<file path="config.mk">
export PLATFORM = sky130hd
export DESIGN_NAME = bridge_timer
export DESIGN_NICKNAME = d
export VERILOG_FILES = /design/src/rtl/bridge_timer_pkg.sv /design/src/rtl/bridge_timer.sv
export SDC_FILE = /design/constraint.sdc
export NUM_CORES = 1
export LEC_CHECK = 0
export ABC_CLOCK_PERIOD_IN_PS = 10600
export BUFFER_PORTS_ARGS = -buffer_cell sky130_fd_sc_hd__buf_2
export CORE_MARGIN = 3
export CORE_UTILIZATION = 54
export CTS_BUF_LIST = sky130_fd_sc_hd__clkbuf_16
export CTS_CLUSTER_DIAMETER = 30
export DETAILED_ROUTE_END_ITERATION = 10
export GPL_ROUTABILITY_DRIVEN = 0
export HOLD_SLACK_MARGIN = 0.08
export PLACE_DENSITY = 0.87
export RECOVER_POWER = 100
export SLEW_MARGIN = 0
export SYNTH_ARGS = -nofsm -noshare
export SYNTH_HDL_FRONTEND = slang
export SYNTH_SLANG_ARGS = --single-unit
</file>
<file path="constraint.sdc">
create_clock -name clk -period 10.6 [get_ports clk]
set_input_delay 3.18 -clock clk [delete_from_list [all_inputs] [get_ports clk]]
set_output_delay 3.18 -clock clk [all_outputs]
set_load 0.05 [all_outputs]
</file>
<file path="src/rtl/bridge_timer_pkg.sv">
// Shared definitions for the bridge timer: data-memory bounds, register window
// layout, CTRL bit positions, MODE codes and FSM state encoding.
package bridge_timer_pkg;

   localparam logic [31:0] DM_MIN       = 32'h0000_0000;
   localparam logic [31:0] DM_MAX       = 32'h0000_2FFF;
   localparam logic [31:0] DEFAULT_BASE = 32'h0000_7F00;

   localparam logic [31:0] OFF_CTRL   = 32'h0;
   localparam logic [31:0] OFF_PRESET = 32'h4;
   localparam logic [31:0] OFF_COUNT  = 32'h8;

   localparam int CTRL_EN_BIT   = 0;
   localparam int CTRL_MODE_LSB = 1;
   localparam int CTRL_IM_BIT   = 3;

   localparam logic [1:0] MODE_ONESHOT = 2'b00;
   localparam logic [1:0] MODE_AUTO    = 2'b01;

   typedef enum logic [1:0] {
      IDLE = 2'b00,
      LOAD = 2'b01,
      CNT  = 2'b10,
      INT  = 2'b11
   } timer_state_e;

   // The bridge uses this to keep timer writes away from data memory.
   function automatic logic in_dm(input logic [31:0] addr);
      return (addr >= DM_MIN) && (addr <= DM_MAX);
   endfunction

endpackage

</file>
<file path="src/rtl/bridge_timer.sv">
// Memory-mapped down-counter on the south-side bridge: CTRL/PRESET/COUNT window,
// one-shot or auto-reload operation, maskable interrupt request.
module bridge_timer
   import bridge_timer_pkg::*;
#(
   parameter logic [31:0] BASE = DEFAULT_BASE
) (
   input  logic        clk,
   input  logic        reset,
   input  logic [31:0] Addr,
   input  logic [31:0] WD,
   input  logic        WE,
   output logic [31:0] RD,
   output logic        IRQ
);

   localparam logic [31:0] ADDR_CTRL   = BASE + OFF_CTRL;
   localparam logic [31:0] ADDR_PRESET = BASE + OFF_PRESET;
   localparam logic [31:0] ADDR_COUNT  = BASE + OFF_COUNT;

   timer_state_e state, state_next;
   logic        ctrl_en;
   logic [1:0]  ctrl_mode;
   logic        ctrl_im;
   logic [31:0] preset;
   logic [31:0] count, count_next;
   logic        irq_flag;
   logic        irq_pulse;
   logic        clear_en;
   logic        irq_set;
   logic        sel_ctrl, sel_preset, sel_count;
   logic        wr_ctrl, wr_preset;
   logic        unused_addr_bits;

   assign unused_addr_bits = &{1'b0, Addr[1:0]};

   assign sel_ctrl   = (Addr[31:2] == ADDR_CTRL[31:2]);
   assign sel_preset = (Addr[31:2] == ADDR_PRESET[31:2]);
   assign sel_count  = (Addr[31:2] == ADDR_COUNT[31:2]);
   assign wr_ctrl    = WE & sel_ctrl;
   assign wr_preset  = WE & sel_preset;

   always_comb begin
      state_next = state;
      count_next = count;
      clear_en   = 1'b0;
      irq_set    = 1'b0;
      case (state)
         IDLE: if (ctrl_en) state_next = LOAD;
         LOAD: begin
            count_next = preset;
            state_next = CNT;
         end
         CNT: begin
            if (!ctrl_en) begin
               state_next = IDLE;
            end else if (count > 32'd1) begin
               count_next = count - 32'd1;
            end else begin
               // Covers both the final step from 1 and a zero PRESET.
               count_next = '0;
               state_next = INT;
            end
         end
         INT: begin
            irq_set = 1'b1;
            if (ctrl_mode == MODE_AUTO) begin
               state_next = LOAD;
            end else begin
               clear_en   = 1'b1;
               state_next = IDLE;
            end
         end
         default: state_next = IDLE;
      endcase
   end

   always_ff @(posedge clk or negedge reset) begin
      if (!reset) begin
         state <= IDLE;
         count <= '0;
      end else begin
         state <= state_next;
         count <= count_next;
      end
   end

   // Bus writes to CTRL take priority over the one-shot EN clear.
   always_ff @(posedge clk or negedge reset) begin
      if (!reset) begin
         ctrl_en   <= 1'b0;
         ctrl_mode <= MODE_ONESHOT;
         ctrl_im   <= 1'b0;
         preset    <= '0;
         irq_flag  <= 1'b0;
         irq_pulse <= 1'b0;
      end else begin
         if (wr_ctrl) begin
            ctrl_en   <= WD[CTRL_EN_BIT];
            ctrl_mode <= WD[CTRL_MODE_LSB +: 2];
            ctrl_im   <= WD[CTRL_IM_BIT];
         end else if (clear_en) begin
            ctrl_en <= 1'b0;
         end
         if (wr_preset) preset <= WD;
         if (irq_set) irq_flag <= 1'b1;
         else if (wr_ctrl || wr_preset || irq_pulse) irq_flag <= 1'b0;
         irq_pulse <= irq_set && (ctrl_mode == MODE_AUTO);
      end
   end

   always_comb begin
      RD = '0;
      if (sel_ctrl) RD = {28'h0, ctrl_im, ctrl_mode, ctrl_en};
      else if (sel_preset) RD = preset;
      else if (sel_count) RD = count;
   end

   assign IRQ = ctrl_im & irq_flag;

endmodule

</file>
==> impl_metrics.env <==
export IMPL_dp_hpwl_um=7860
export IMPL_p_sw_w=0.000122
export IMPL_rows=31
export IMPL_stdcell_area_um2=4900
export IMPL_synth_fp_nets=483
export IMPL_power_leakage_nw=2.38
export IMPL_rsz0062_at_grt="no"
export IMPL_synth_edff_count=0
export IMPL_detail_route_iter0_violations=398
export IMPL_whs_path_depth=3
export IMPL_finalNetCount=569
export IMPL_cts_root_buffer="clkbuf_16"
export IMPL_areaGrowthSynthToFinish_pct=16.9
export IMPL_syn_inst=414
export IMPL_setup_violations=0
export IMPL_whs_ns=0.527
export IMPL_ys_warn_count=0
export IMPL_crit_start="Addr[15]"
export IMPL_drc=0
export IMPL_p_int_w=0.000463
export IMPL_worstPathRequired_ns=7.42
export IMPL_h_tree_depth=3
export IMPL_crit_type="in2out"
export IMPL_core_area_um2=7410
export IMPL_async_flop_share=1.00
export IMPL_avgSynthCellArea_um2=10.1
export IMPL_route_vias_total=3953
export IMPL_antenna_cells=0
export IMPL_drv_slew=117
export IMPL_crit_path_max_fanout=28
export IMPL_highest_layer="met4"
export IMPL_placed_area_um2=4700
export IMPL_holdPathEnd="irq_flag$_DFFE_PN0P_"
export IMPL_synth_flop_cell="dfrtp_1"
export IMPL_cpMaxStageDelayCell="nor2b_2"
export IMPL_dr_pass1_iters=5
export IMPL_die_area_um2=8850
export IMPL_rrSetupSlack_ns=5.68
export IMPL_violations="capacitance limit, slew limit"
export IMPL_cts_setup_buffers=0
export IMPL_relSlewSlack=-1.61
export IMPL_post_route_period_util=0.863
export IMPL_status="finished with violations"
export IMPL_die_w_um=94.1
export IMPL_rr_startpoint="count[4]$_DFFE_PN0P_"
export IMPL_pwr_share_clk=0.496
export IMPL_swShare=0.209
export IMPL_wl_per_cell_um=19.4
export IMPL_start_kind="primary input"
export IMPL_grt_pass1_wl_um=19200
export IMPL_portBuffers=97
export IMPL_p_seq_frac=0.470
export IMPL_fin_skew_ns=0.00749
export IMPL_drt_wl_total_um=11700
export IMPL_synth_area_um2=4190
export IMPL_vias_per_cell=6.54
export IMPL_min_period_ns=9.14
export IMPL_tritoncts="done"
export IMPL_cap_violations=3
export IMPL_critical_path_arrival_ns=5.96
export IMPL_cts_buffers=9
export IMPL_r2r_end="count[19]$_DFFE_PN0P_"
export IMPL_synth_seq_cells=72
export IMPL_ys_seq_area_frac=0.430
export IMPL_end_kind="output pin"
export IMPL_cts_buffer_depth=2
export IMPL_power_w=0.000585
export IMPL_grt_max_degree=73
export IMPL_hold_viol=0
export IMPL_timing_setup_tns_ns=0
export IMPL_grt_pass1_vias=3893
export IMPL_clk_latency_ns=0.34
export IMPL_drive_above_1_share=0.255
export IMPL_cp_slowest_stage_delay_ns=0.95
export IMPL_clk_pin_slew_worst_paths_ns=0.06
export IMPL_power_density_nw_per_um2=119
export IMPL_start_util=0.566
export IMPL_wl_met3_um=1010
export IMPL_post_route_util=0.661
export IMPL_fmax_ghz=0.109
export IMPL_ir_drop_v=0.0000863
export IMPL_wl_met2_um=5920
export IMPL_cts_sinks=72
export IMPL_die_h_um=94.1
export IMPL_post_cts_resized=0
export IMPL_antenna_found_initial=0
export IMPL_min_from="irq_pulse$_DFF_PN0_"
export IMPL_overflow=0
export IMPL_fill_cells=630
export IMPL_path_cells="buf_2, nor4b_1, nand4_1, or3_1, nor2b_2, a22o_1, clkbuf_1"
export IMPL_cp_num_buf_inv=2
export IMPL_register_area_um2=1800
export IMPL_grt_usage=0.276
export IMPL_r2r_cells=5
export IMPL_multi_input_area_um2=2180
export IMPL_drtAntennaViolNets=0
export IMPL_combPwrFrac=0.034
export IMPL_ios=100
export IMPL_worst_hold_path_type="reg2reg"
export IMPL_synth_cell_type_count=64
export IMPL_path_delay_family="simple AND/OR/NAND/NOR gates"
export IMPL_m1WireLength_um=4600
export IMPL_worstMarginPinSlew_ns=3.91
export IMPL_cts_hold_buffers=0
==> cells in the mapped netlist (10+ instances only) <==
library cell / instances / area share
dfrtp_1: 72 / 0.43
mux2_2: 35 / 0.094
a22o_1: 31 / 0.065
nor2_1: 29 / 0.026
o21ai_0: 20 / 0.024
nand2_1: 19 / 0.017
nor4_1: 19 / 0.028
clkbuf_1: 16 / 0.014
nor3_1: 13 / 0.016
a22oi_1: 10 / 0.018
==> cell type report <==
type                       count  share of cell area
multi-input combinational    306               0.446
sequential                    72               0.368
clock inverter                 7              0.0115
clock buffer                   9              0.0460
inverter                       9             0.00689
tap                           99              0.0253
timing repair buffer         102              0.0970
==> flip-flops by register name (all words and copies together) (netlist names) <==
name       flops
ctrl_mode      2
preset        32
ctrl_im        1
irq_pulse      1
state          2
ctrl_en        1
count         32
irq_flag       1
==> worst register-to-register path: cells and delay by family, from the launching register on <==
kind / cells / cell delay, ns
AO/OA/AOI/OAI: 3 / 3.10
flip-flops: 1 / 0.46
AND/OR/NAND/NOR: 2 / 1.24
==> per-stage QoR <==
step | instances | setup WS (ns)
final | 604 | 1.46
after global routing | 604 | 1.24
after CTS | 604 | 1.66
after detailed placement | 588 | 1.66
after floorplan | 414 | 2.16
after global placement | 588 | 1.72
==> how the worst max path moves through the flow <==
stage | endpoint | cells after the start
3_3_place_gp | RD[4] | 7
6_report | RD[14] | 7
4_1_cts | RD[4] | 7
3_5_place_dp | RD[4] | 7
5_1_grt | RD[31] | 7
2_1_floorplan | RD[11] | 7
==> power groups by stage <==
stage          combinational, W  sequential [W]  clock [W]
3_5_place_dp          0.0000202        0.000280          0
3_3_place_gp          0.0000193        0.000280          0
6_report              0.0000197        0.000275   0.000290
4_1_cts               0.0000203        0.000275   0.000294
2_1_floorplan        0.00000226        0.000280          0
5_1_grt               0.0000223        0.000275   0.000303
==> per-layer routing <==
layer | track usage | up-vias
met5 | 0 | -
met4 | 0.106 | 0
met3 | 0.0401 | 21
met2 | 0.458 | 240
met1 | 0.365 | 1911
li1 | - | 1781
==> cell usage in the layout (no fill, tap or decap), types with 13 or more instances in the layout <==
cell      count
nor3_1       13
clkbuf_1     34
buf_2        65
nor2_1       29
nor4_1       19
o21ai_0      22
nand2_1      19
a22o_1       31
mux2_2       34
dfrtp_1      72
==> kinds of logic after synthesis <==
family,count (synthesis),synth area share
AND/OR/NAND/NOR,148,0.197
AO/OA/AOI/OAI,113,0.209
buffers and inverters,36,0.0445
multiplexers,43,0.113
flip-flops,72,0.430
adder cells (fa/ha/maj),2,0.00597
Note: power is estimated with default switching activity, not from simulation.
